**config.mk**
```make
export PLATFORM = sky130hd
export DESIGN_NAME = cpc_ioreq_cfg_capture
export DESIGN_NICKNAME = d
export VERILOG_FILES = /design/src/rtl/cpc_ram_pkg.sv /design/src/rtl/cpc_sync_bit.sv /design/src/rtl/cpc_ioreq_cfg_capture.sv
export SDC_FILE = /design/constraint.sdc
export NUM_CORES = 1
export LEC_CHECK = 0
export ABC_CLOCK_PERIOD_IN_PS = 1600
export CAP_MARGIN = 20
export CORE_UTILIZATION = 39
export DETAILED_ROUTE_END_ITERATION = 12
export PLACE_DENSITY = 0.74
export SYNTH_ARGS = -nofsm -noshare
export SYNTH_HDL_FRONTEND = slang
export SYNTH_HIERARCHICAL = 1
export SYNTH_SLANG_ARGS = --single-unit
export TNS_END_PERCENT = 1
```
**constraint.sdc**
```tcl
create_clock -name CLK -period 1.6 [get_ports CLK]
set_input_delay 0.32 -clock CLK [delete_from_list [all_inputs] [get_ports CLK]]
set_output_delay 0.32 -clock CLK [all_outputs]
set_load 0.1 [all_outputs]
```
**src/rtl/cpc_ram_pkg.sv**
```systemverilog
// Shared types and constants for the CPC RAM-config capture path:
// FSM state encoding, payload width and the Gate Array RAM-config decode.
package cpc_ram_pkg;

  localparam int         CFG_W   = 6;
  localparam logic [1:0] CFG_SEL = 2'b11;
  localparam logic       CFG_A15 = 1'b0;

  typedef enum logic [1:0] {
    ST_IDLE    = 2'b00,
    ST_QUAL    = 2'b01,
    ST_CAPTURE = 2'b10,
    ST_HOLD    = 2'b11
  } state_e;

  // True when an I/O write targets the Gate Array RAM-config register.
  function automatic logic cfg_decode(input logic a15, input logic [7:0] d);
    return (a15 == CFG_A15) && (d[7:6] == CFG_SEL);
  endfunction

endpackage

```
**src/rtl/cpc_sync_bit.sv**
```systemverilog
// N-stage synchroniser for one asynchronous bus bit; resets to the
// inactive (high) level so active-low strobes stay deasserted.
module cpc_sync_bit #(
  parameter int N = 2
) (
  input  logic clk_i,
  input  logic rst_i,
  input  logic d_i,
  output logic q_o
);

  logic [N-1:0] sync_q;

  // Shift chain, oldest sample at the top.
  always_ff @(posedge clk_i) begin
    if (rst_i) begin
      sync_q <= {N{1'b1}};
    end else begin
      sync_q <= {sync_q[N-2:0], d_i};
    end
  end

  assign q_o = sync_q[N-1];

endmodule

```
**src/rtl/cpc_ioreq_cfg_capture.sv**
```systemverilog
// Samples the Z80 expansion bus, glitch-filters the I/O write strobe and
// captures Gate Array RAM-config writes, with a shadow copy and debug counters.
module cpc_ioreq_cfg_capture
  import cpc_ram_pkg::*;
#(
  parameter int SYNC_STAGES = 2,
  parameter int FILTER_LEN  = 3,
  parameter int CNT_W       = 8
) (
  input  logic             CLK,
  input  logic             RESET,
  input  logic             IOREQ_B,
  input  logic             WR_B,
  input  logic             A15,
  input  logic [7:0]       D,
  input  logic             BUS_RESET_B,
  output logic             cfg_we,
  output logic [CFG_W-1:0] cfg_data,
  output logic [CFG_W-1:0] ramcfg,
  output logic             busy,
  output logic [CNT_W-1:0] wr_count,
  output logic [CNT_W-1:0] rej_count,
  output logic [CNT_W-1:0] glitch_count
);

  localparam int NBITS = 12;
  localparam int QW    = $clog2(FILTER_LEN + 1);

  logic [NBITS-1:0] raw_s;
  logic [NBITS-1:0] sync_s;
  logic [7:0]       d_s;
  logic             ioreq_b_s;
  logic             wr_b_s;
  logic             a15_s;
  logic             bus_reset_b_s;
  logic             strb_s;
  logic             bres_s;
  logic             decode_s;
  logic [QW-1:0]    qcnt_inc_s;

  state_e           state_q;
  logic [QW-1:0]    qcnt_q;
  logic             cfg_we_q;
  logic [CFG_W-1:0] cfg_data_q;
  logic [CFG_W-1:0] ramcfg_q;
  logic [CNT_W-1:0] wr_count_q;
  logic [CNT_W-1:0] rej_count_q;
  logic [CNT_W-1:0] glitch_count_q;

  assign raw_s = {BUS_RESET_B, A15, WR_B, IOREQ_B, D};

  for (genvar i = 0; i < NBITS; i++) begin : g_sync
    cpc_sync_bit #(.N(SYNC_STAGES)) u_sync (
      .clk_i (CLK),
      .rst_i (RESET),
      .d_i   (raw_s[i]),
      .q_o   (sync_s[i])
    );
  end

  assign d_s           = sync_s[7:0];
  assign ioreq_b_s     = sync_s[8];
  assign wr_b_s        = sync_s[9];
  assign a15_s         = sync_s[10];
  assign bus_reset_b_s = sync_s[11];

  assign strb_s     = ~ioreq_b_s & ~wr_b_s;
  assign bres_s     = ~bus_reset_b_s;
  assign decode_s   = cfg_decode(a15_s, d_s);
  assign qcnt_inc_s = qcnt_q + QW'(1);

  // Capture FSM with all outputs registered; bus reset beats a capture.
  always_ff @(posedge CLK) begin
    if (RESET) begin
      state_q        <= ST_IDLE;
      qcnt_q         <= '0;
      cfg_we_q       <= 1'b0;
      cfg_data_q     <= '0;
      ramcfg_q       <= '0;
      wr_count_q     <= '0;
      rej_count_q    <= '0;
      glitch_count_q <= '0;
    end else begin
      cfg_we_q <= 1'b0;
      if (bres_s) begin
        ramcfg_q <= '0;
      end
      case (state_q)
        ST_IDLE: begin
          if (strb_s) begin
            if (FILTER_LEN == 1) begin
              state_q <= ST_CAPTURE;
            end else begin
              state_q <= ST_QUAL;
              qcnt_q  <= QW'(1);
            end
          end
        end
        ST_QUAL: begin
          if (strb_s) begin
            qcnt_q <= qcnt_inc_s;
            if (qcnt_inc_s == QW'(FILTER_LEN)) begin
              state_q <= ST_CAPTURE;
            end
          end else begin
            glitch_count_q <= glitch_count_q + CNT_W'(1);
            qcnt_q         <= '0;
            state_q        <= ST_IDLE;
          end
        end
        ST_CAPTURE: begin
          state_q <= ST_HOLD;
          qcnt_q  <= '0;
          if (!bres_s) begin
            if (decode_s) begin
              cfg_we_q   <= 1'b1;
              cfg_data_q <= d_s[CFG_W-1:0];
              ramcfg_q   <= d_s[CFG_W-1:0];
              wr_count_q <= wr_count_q + CNT_W'(1);
            end else begin
              rej_count_q <= rej_count_q + CNT_W'(1);
            end
          end
        end
        // One bus write yields one capture: wait for the strobe to release.
        ST_HOLD: begin
          if (!strb_s) begin
            state_q <= ST_IDLE;
          end
        end
        default: begin
          state_q <= ST_IDLE;
          qcnt_q  <= '0;
        end
      endcase
    end
  end

  assign cfg_we       = cfg_we_q;
  assign cfg_data     = cfg_data_q;
  assign ramcfg       = ramcfg_q;
  assign busy         = (state_q != ST_IDLE);
  assign wr_count     = wr_count_q;
  assign rej_count    = rej_count_q;
  assign glitch_count = glitch_count_q;

endmodule

```
Yosys cells after proc, flatten, opt, wreduce, memory -nomap -nowiden. Cells that the tools add are included.

Register bits: 65. Output and inout bits: 38.

Reduce and logical (&&, ||, !) cells: 10. Multiplexer cells: 12. Bitwise gates (word level): 8. Eq/ne operators: 8. Add/sub/neg operators: 4.

Operator list (number): $add A8 B1 Y8 const B (3); $mux W6 (4); $mux W2 (5); $reduce_and A3 Y1 (3); $eq A2 B2 Y1 const B (4); $pmux W2 S4 (1); $not A1 Y1 (7); $pmux W2 S3 (1); $ne A2 B2 Y1 const B (2); $reduce_and A2 Y1 (2); $ne A3 B3 Y1 const B (1); $reduce_bool A3 Y1 (1); $reduce_or A3 Y1 (1); $add A2 B1 Y2 const B (1); $eq A2 B1 Y1 const B (1); $logic_not A2 Y1 (1); $reduce_bool A2 Y1 (1); $and A1 B1 Y1 (1); $logic_and A1 B1 Y1 (1); $mux W1 (1).

Logic depth before layout (Yosys ltp). Gate-level depths: netlist of the first run.

Word-level depth: 5. Gate-level depth with buffers: 6.

Cells and area by module. The synthesis of the first run kept the hierarchy.

Modules (own cells, without submodules): cpc_ioreq_cfg_capture (sequential area each 820.8 um2, area an instance 1830.5 um2, cells each 201, times used 1); cpc_sync_bit (sequential area each 40.0 um2, area an instance 52.6 um2, cells each 4, times used 12).

Worst setup path before layout of the first run. OpenSTA, ideal clock, no wires.

Kind: register to register. Start: register glitch_count_q[2], in the netlist glitch_count[2]. End: register glitch_count_q[7], in the netlist glitch_count[7]. Clock period less this slack: 1.910 ns. Library setup time: 0.070 ns. Required time: 1.530 ns. Stages on the path, launching flop included: 5. Arrival: 1.840 ns. Setup slack: -0.310 ns. Cell sequence: dfxtp_1 > and4_1 > nand2_1 > or3_1 > a21oi_1.

Longest elaborated chain between the ends: 1.

RTL lines: start, declared (RTL line cpc_ioreq_cfg_capture.sv:48) `logic [CNT_W-1:0] glitch_count_q;`; start signal, assigned (RTL line cpc_ioreq_cfg_capture.sv:106) `glitch_count_q <= glitch_count_q + CNT_W'(1);`; $add A8 B1 Y8 (RTL line cpc_ioreq_cfg_capture.sv:106).

No other way between the ends. A chain may end at the register's enable or synchronous reset.

==> results of run 1 <==
==> synth_stat cells (4+ instances only) <==
library cell	n	area (um2)
or2_1	24	150.1
dfxtp_1	65	1301
clkbuf_1	4	15.01
xor2_1	8	70.07
a21oi_1	19	95.09
nand4_1	5	31.28
xnor2_1	12	105.1
nor3_1	5	25.02
nor2_1	20	75.07
nand2_1	30	112.6
nand3_1	10	50.05
nor2_2	5	31.28
ha_1	4	50.05
==> cells by family after synthesis <==
family	count (synthesis)	synth area share, %
xor gates and xnor gates	20	7.118
DFF	65	52.87
adders and majority gates	4	2.034
AOI/OAI and AO/OA	27	6.152
buffers and inverters	13	3.355
and+or+nand+nor	120	28.47
==> flip-flops by register name, summed over array words and instances (netlist names), named ones only <==
signal                cells
state_q                   1
g_sync.u_sync/sync_q     24
cfg_data                  6
wr_count                  8
glitch_count              8
ramcfg                    6
cfg_we                    1
rej_count                 8
qcnt_q                    2
==> worst max-delay path, stage by stage, from the launching register on <==
cell and delay, ps:
dfxtp_2 390, or2_4 270, buf_12 170
==> path summary, 6_finish.rpt <==
| kind | from | end | slack [ps] | cells past startpoint |
|---|---|---|---|---|
| worst max-delay path | flop | busy | 100 | 2 |
| worst min-delay path | g_sync[6].u_sync/sync_q[0] | g_sync[6].u_sync/sync_q[1] | 400 | 1 |
| worst max register to register | g_sync[7].u_sync/sync_q[1] | rej_count[7] | 190 | 5 |
| worst min register to register | g_sync[6].u_sync/sync_q[0] | g_sync[6].u_sync/sync_q[1] | 400 | 1 |
==> placed cells by master, fill, tap and decap left out, types with 2 or more instances in the layout <==
master           synthesis  routed
dfxtp_1                 65      50
buf_12                   0      39
nand2_1                 30      30
or2_1                   24      24
nor2_1                  20      20
a21oi_1                 19      19
dfxtp_2                  0      14
xnor2_1                 12      12
clkdlybuf4s50_1          0      12
clkbuf_8                 0      11
nand3_1                 10      10
xor2_1                   8       8
nand4_1                  5       5
nor3_1                   5       5
nor2_2                   5       5
ha_1                     4       4
inv_1                    3       3
nor4_2                   3       3
o21ai_0                  3       3
nor4b_2                  3       3
bufinv_16                0       3
buf_4                    2       3
and2_1                   2       2
nand3b_1                 2       2
and3b_1                  2       2
==> routing by layer <==
layer	routed length, um	up-vias
met1	2125	857
met3	250	9
met5	0	-
li1	-	943
met4	124	0
met2	2207	50
==> layout make-up <==
class	count	area, um2	area share (%)
clock inverter	4	98.84	2.679
sequential	65	1323	35.84
timing repair buffer	55	928.4	25.16
multi-input combinational	171	1080	29.26
clock buffer	12	155.1	4.205
tap	75	93.84	2.543
inverter	3	11.26	0.3052
==> through the flow <==
step	worst slack [ps]	hold WS [ps]	instances	total power, uW
2_1_floorplan	-227.2	383.2	249	1741
3_3_place_gp	185.7	385.4	369	1786
3_5_place_dp	67.38	387.9	369	1789
4_1_cts	4.500	405.5	385	3538
5_1_grt	63.50	422.0	385	3609
6_report	104.0	404.1	385	3495
==> power breakdown <==
part           internal, uW  switching, uW  total, uW
clock                  1120            623       1750
sequential             1640           11.1       1660
combinational          50.3           42.9       93.2
total                  2820            677       3500
==> flow_summary_export.csv, run 1 <==
group,metric,value,unit
global_route,grt_start_max_net_pins,66,
global_route,grt_overflow,0,
hold_path,hp-class,"reg -> reg",
detailed_routing,wirelength,4707,um
timing,timing.final.crit_share,93.50,%
detailed_routing,num_vias,1859,
logic_synthesis,synth_seq_cells,65,
logic_synthesis,avgSynthCellArea,9.884,um2
setup_path,cp-start-kind,"flop",
global_route,grt.busiest_layer,"met2",
floorplan,io_pins,52,
detailed_routing,routedWlPerCell,12.23,um
global_route,grt_pass1_wl,8031,um
detailed_routing,drt_first_iter_violations,91,
setup_path,worst-setup-path-type,"reg -> out",
flow_run,maxCapViolCount,0,
detailed_routing,vias_per_cell,4.829,
timing,tns,0,ps
logic_synthesis,syn_inst,249,
timing,final_hold_viol_count,0,
clock_tree,htree_num_levels,3,
cells_and_area,final_core_util,61.59,%
cells_and_area,drive_gt1_share,28.39,%
global_route,antenna_found_initial,0,
placed_design,place_congestion,0.7895,
outcome,status,"completed",
clock_tree,cts_setup_buffers,0,
global_route,met2_usage,23.17,%
detailed_routing,ant_nets,0,
clock_tree,numCtsBuffers,9,
logic_synthesis,synth-main-ff-cell,"dfxtp_1",
power_and_ir_drop,leakage,0.001318,uW
floorplan,die_x,81.44,um
floorplan,die_h,81.44,um
placed_design,place_area,3428,um2
global_route,grt_pass1_vias,1693,
logic_synthesis,yosysSeqAreaShare,52.87,%
logic_synthesis,syn-num-nets,267,
timing,drv_slew,0,
global_route,met3_usage,4.889,%
clock_tree,cts-resized-gates,2,
logic_synthesis,async_flop_share,0,%
cells_and_area,nFillCells,481,
floorplan,row_count,28,
floorplan,die_area,6632,um2
timing,slew_headroom,79.47,%
floorplan,core-area,5991,um2
floorplan,start_util,41.08,%
clock_tree,root_buffer,"clkbuf_8",
clock_tree,hold_buffers,0,
logic_synthesis,synth_cell_types,37,
global_route,track_usage,16.49,%
timing,worst_slew_pin_slew,307.2,ps
global_route,met1_usage,21.81,%
logic_synthesis,ys.warnings.count,6,
clock_tree,worst_skew_pair.late_latency,340,ps
timing,rsz0062_at_grt,"no",
power_and_ir_drop,power_density,947.3,nW/um2
detailed_routing,drc_errors,0,
cells_and_area,antenna_cells,0,
power_and_ir_drop,ir_drop,726.0,uV
cells_and_area,syn2layout_area_growth,49.92,%
setup_path,cp-end-kind,"output pin",
timing,setup_viol,0,
timing,skew,8.025,ps
clock_tree,path_clk_slew,70,ps
timing,min_period,1496,ps
clock_tree,cts_tree,"yes",
setup_path,worst_ep_arrival_time,1180,ps
placed_design,portBuffers,51,
timing,fmax,668.4,MHz
cells_and_area,final_net_count,323,
clock_tree,clock_sinks,65,
setup_path,required,1280,ps
detailed_routing,dr.pass1.iters,4,
clock_tree,cts_buffer_depth,2,
setup_path,crit_path_max_fanout,11,
cells_and_area,final_cell_area,3690,um2
logic_synthesis,synth_edf_count,0,
placed_design,place_hpwl,3257,um
logic_synthesis,syn_area,2461,um2
No activity file was read; power rests on OpenSTA's default activity.
==> run 2: changes to the inputs <==
HOLD_SLACK_MARGIN = 0.03   (was unset)
PLACE_DENSITY = 0.66   (was 0.74)
==> flow_summary_export.csv, run 2 (synthesis gave the netlist of run 1 again) <==
group,metric,value,unit
setup_path,cp-end-kind,"output pin",
clock_tree,clock_sinks,65,
detailed_routing,dr.pass1.iters,4,
timing,rsz0062_at_grt,"no",
cells_and_area,largest_reg_flops,24,
timing,hold_ws,402.0,ps
placed_design,place_hpwl,3211,um
global_route,grt_pass1_vias,1703,
cells_and_area,multi_input_area,1080,um2
clock_tree,htree_num_levels,3,
cells_and_area,final_net_count,325,
floorplan,die_area,6632,um2
clock_tree,cts-resized-gates,1,
hold_path,hp-class,"reg -> reg",
clock_tree,cts_buffer_depth,2,
placed_design,place_ws,157.9,ps
timing,fmax,646.2,MHz
setup_path,r2r_start,"g_sync[6].u_sync/sync_q[1]",
power_and_ir_drop,ir_drop,663.6,uV
global_route,grt_pass1_wl,7741,um
cells_and_area,drive_gt1_share,28.21,%
detailed_routing,wirelength,4580,um
timing,min_period,1548,ps
floorplan,die_h,81.44,um
detailed_routing,vias_per_cell,4.731,
cells_and_area,antenna_cells,0,
timing,setup_ws,52.48,ps
timing,final_hold_viol_count,0,
floorplan,io_pins,52,
global_route,grt_start_max_net_pins,66,
timing,slew_headroom,74.93,%
power_and_ir_drop,power_density,866.3,nW/um2
placed_design,portBuffers,51,
cells_and_area,regArea,1318,um2
power_and_ir_drop,power.total,3167,uW
cells_and_area,final_common_cell,"dfxtp_1",
detailed_routing,routedWlPerCell,11.83,um
cells_and_area,syn2layout_area_growth,48.55,%
setup_path,rrSetupSlack,160,ps
outcome,status,"completed",
clock_tree,path_clk_slew,70,ps
power_and_ir_drop,leakage,0.001304,uW
floorplan,start_util,41.08,%
clock_tree,cts_setup_buffers,0,
timing,worst_slew_pin_slew,376.1,ps
detailed_routing,ant_nets,0,
cells_and_area,largest-register,"g_sync.u_sync/sync_q",
timing,timing.final.crit_share,96.72,%
global_route,track_usage,16.11,%
placed_design,dp_cells,371,
clock_tree,worst_skew_pair.late_latency,340,ps
setup_path,worst-setup-path-type,"reg -> out",
floorplan,core-area,5991,um2
setup_path,cp-start-kind,"flop",
floorplan,die_x,81.44,um
detailed_routing,drt_first_iter_violations,81,
hold_path,min-delay-start,"g_sync[4].u_sync/sync_q[0]",
cells_and_area,nFillCells,484,
clock_tree,cts_tree,"yes",
setup_path,crit_path_max_fanout,10,
timing,drv_slew,0,
clock_tree,root_buffer,"clkbuf_8",
flow_run,maxCapViolCount,0,
placed_design,place_congestion,0.7840,
clock_tree,hold_buffers,0,
setup_path,required,1280,ps
cells_and_area,stdcell_count,387,
global_route,grt_overflow,0,
global_route,antenna_found_initial,0,
setup_path,worst_ep_arrival_time,1230,ps
timing,setup_viol,0,
detailed_routing,drc_errors,0,
timing,skew,7.271,ps
floorplan,row_count,28,
clock_tree,numCtsBuffers,9,
detailed_routing,num_vias,1831,
cells_and_area,mostFrequentLayoutCells,"52 x dfxtp_1, 39 x buf_12, 30 x nand2_1",
[run 2: layout make-up]
class                           instances  area share (%)
Tap cell                               75           2.567
Multi-Input combinational cell        171           29.53
Clock inverter                          4           1.403
Inverter                                3          0.3080
Sequential cell                        65           36.04
Timing Repair Buffer                   57           25.91
Clock buffer                           12           4.244
[run 2: through the flow]
step / instance area [um2] / setup TNS (ps) / utilization [%]
4_1_cts: 3652 / 0 / 60.96
3_3_place_gp: 3443 / 0 / 57.48
5_1_grt: 3656 / 0 / 61.03
2_1_floorplan: 2477 / -1662 / -
3_5_place_dp: 3443 / 0 / 57.48
6_report: 3656 / 0 / 61.03
[run 2: path summary, 6_finish.rpt]
kind	end	cells after the start
worst max register to register	cfg_data[1]	4
worst min register to register	g_sync[4].u_sync/sync_q[1]	1
worst min-delay path	g_sync[4].u_sync/sync_q[1]	1
worst max-delay path	busy	3
[run 2: critical path, cell delays in order (launching register included)]
cell	delay (ps)
dfxtp_1	320
buf_6	140
or2_4	250
buf_12	170
[run 2: layer usage]
layer	wire, um	part of all wire (%)	GRT usage [%]	vias to the layer above
li1	-	-	-	946
met5	0	0	0	-
met2	2098	46	24.75	53
met3	331	7.2	7.222	9
met1	2059	45	18.93	823
met4	90	2.0	8.036	0
[run 2: power by group]
group | internal, uW | switching [uW] | leakage, uW
registers | 1650 | 9.98 | 0.000536
clock network | 805 | 614 | 0.000103
logic | 49.3 | 42.8 | 0.000665
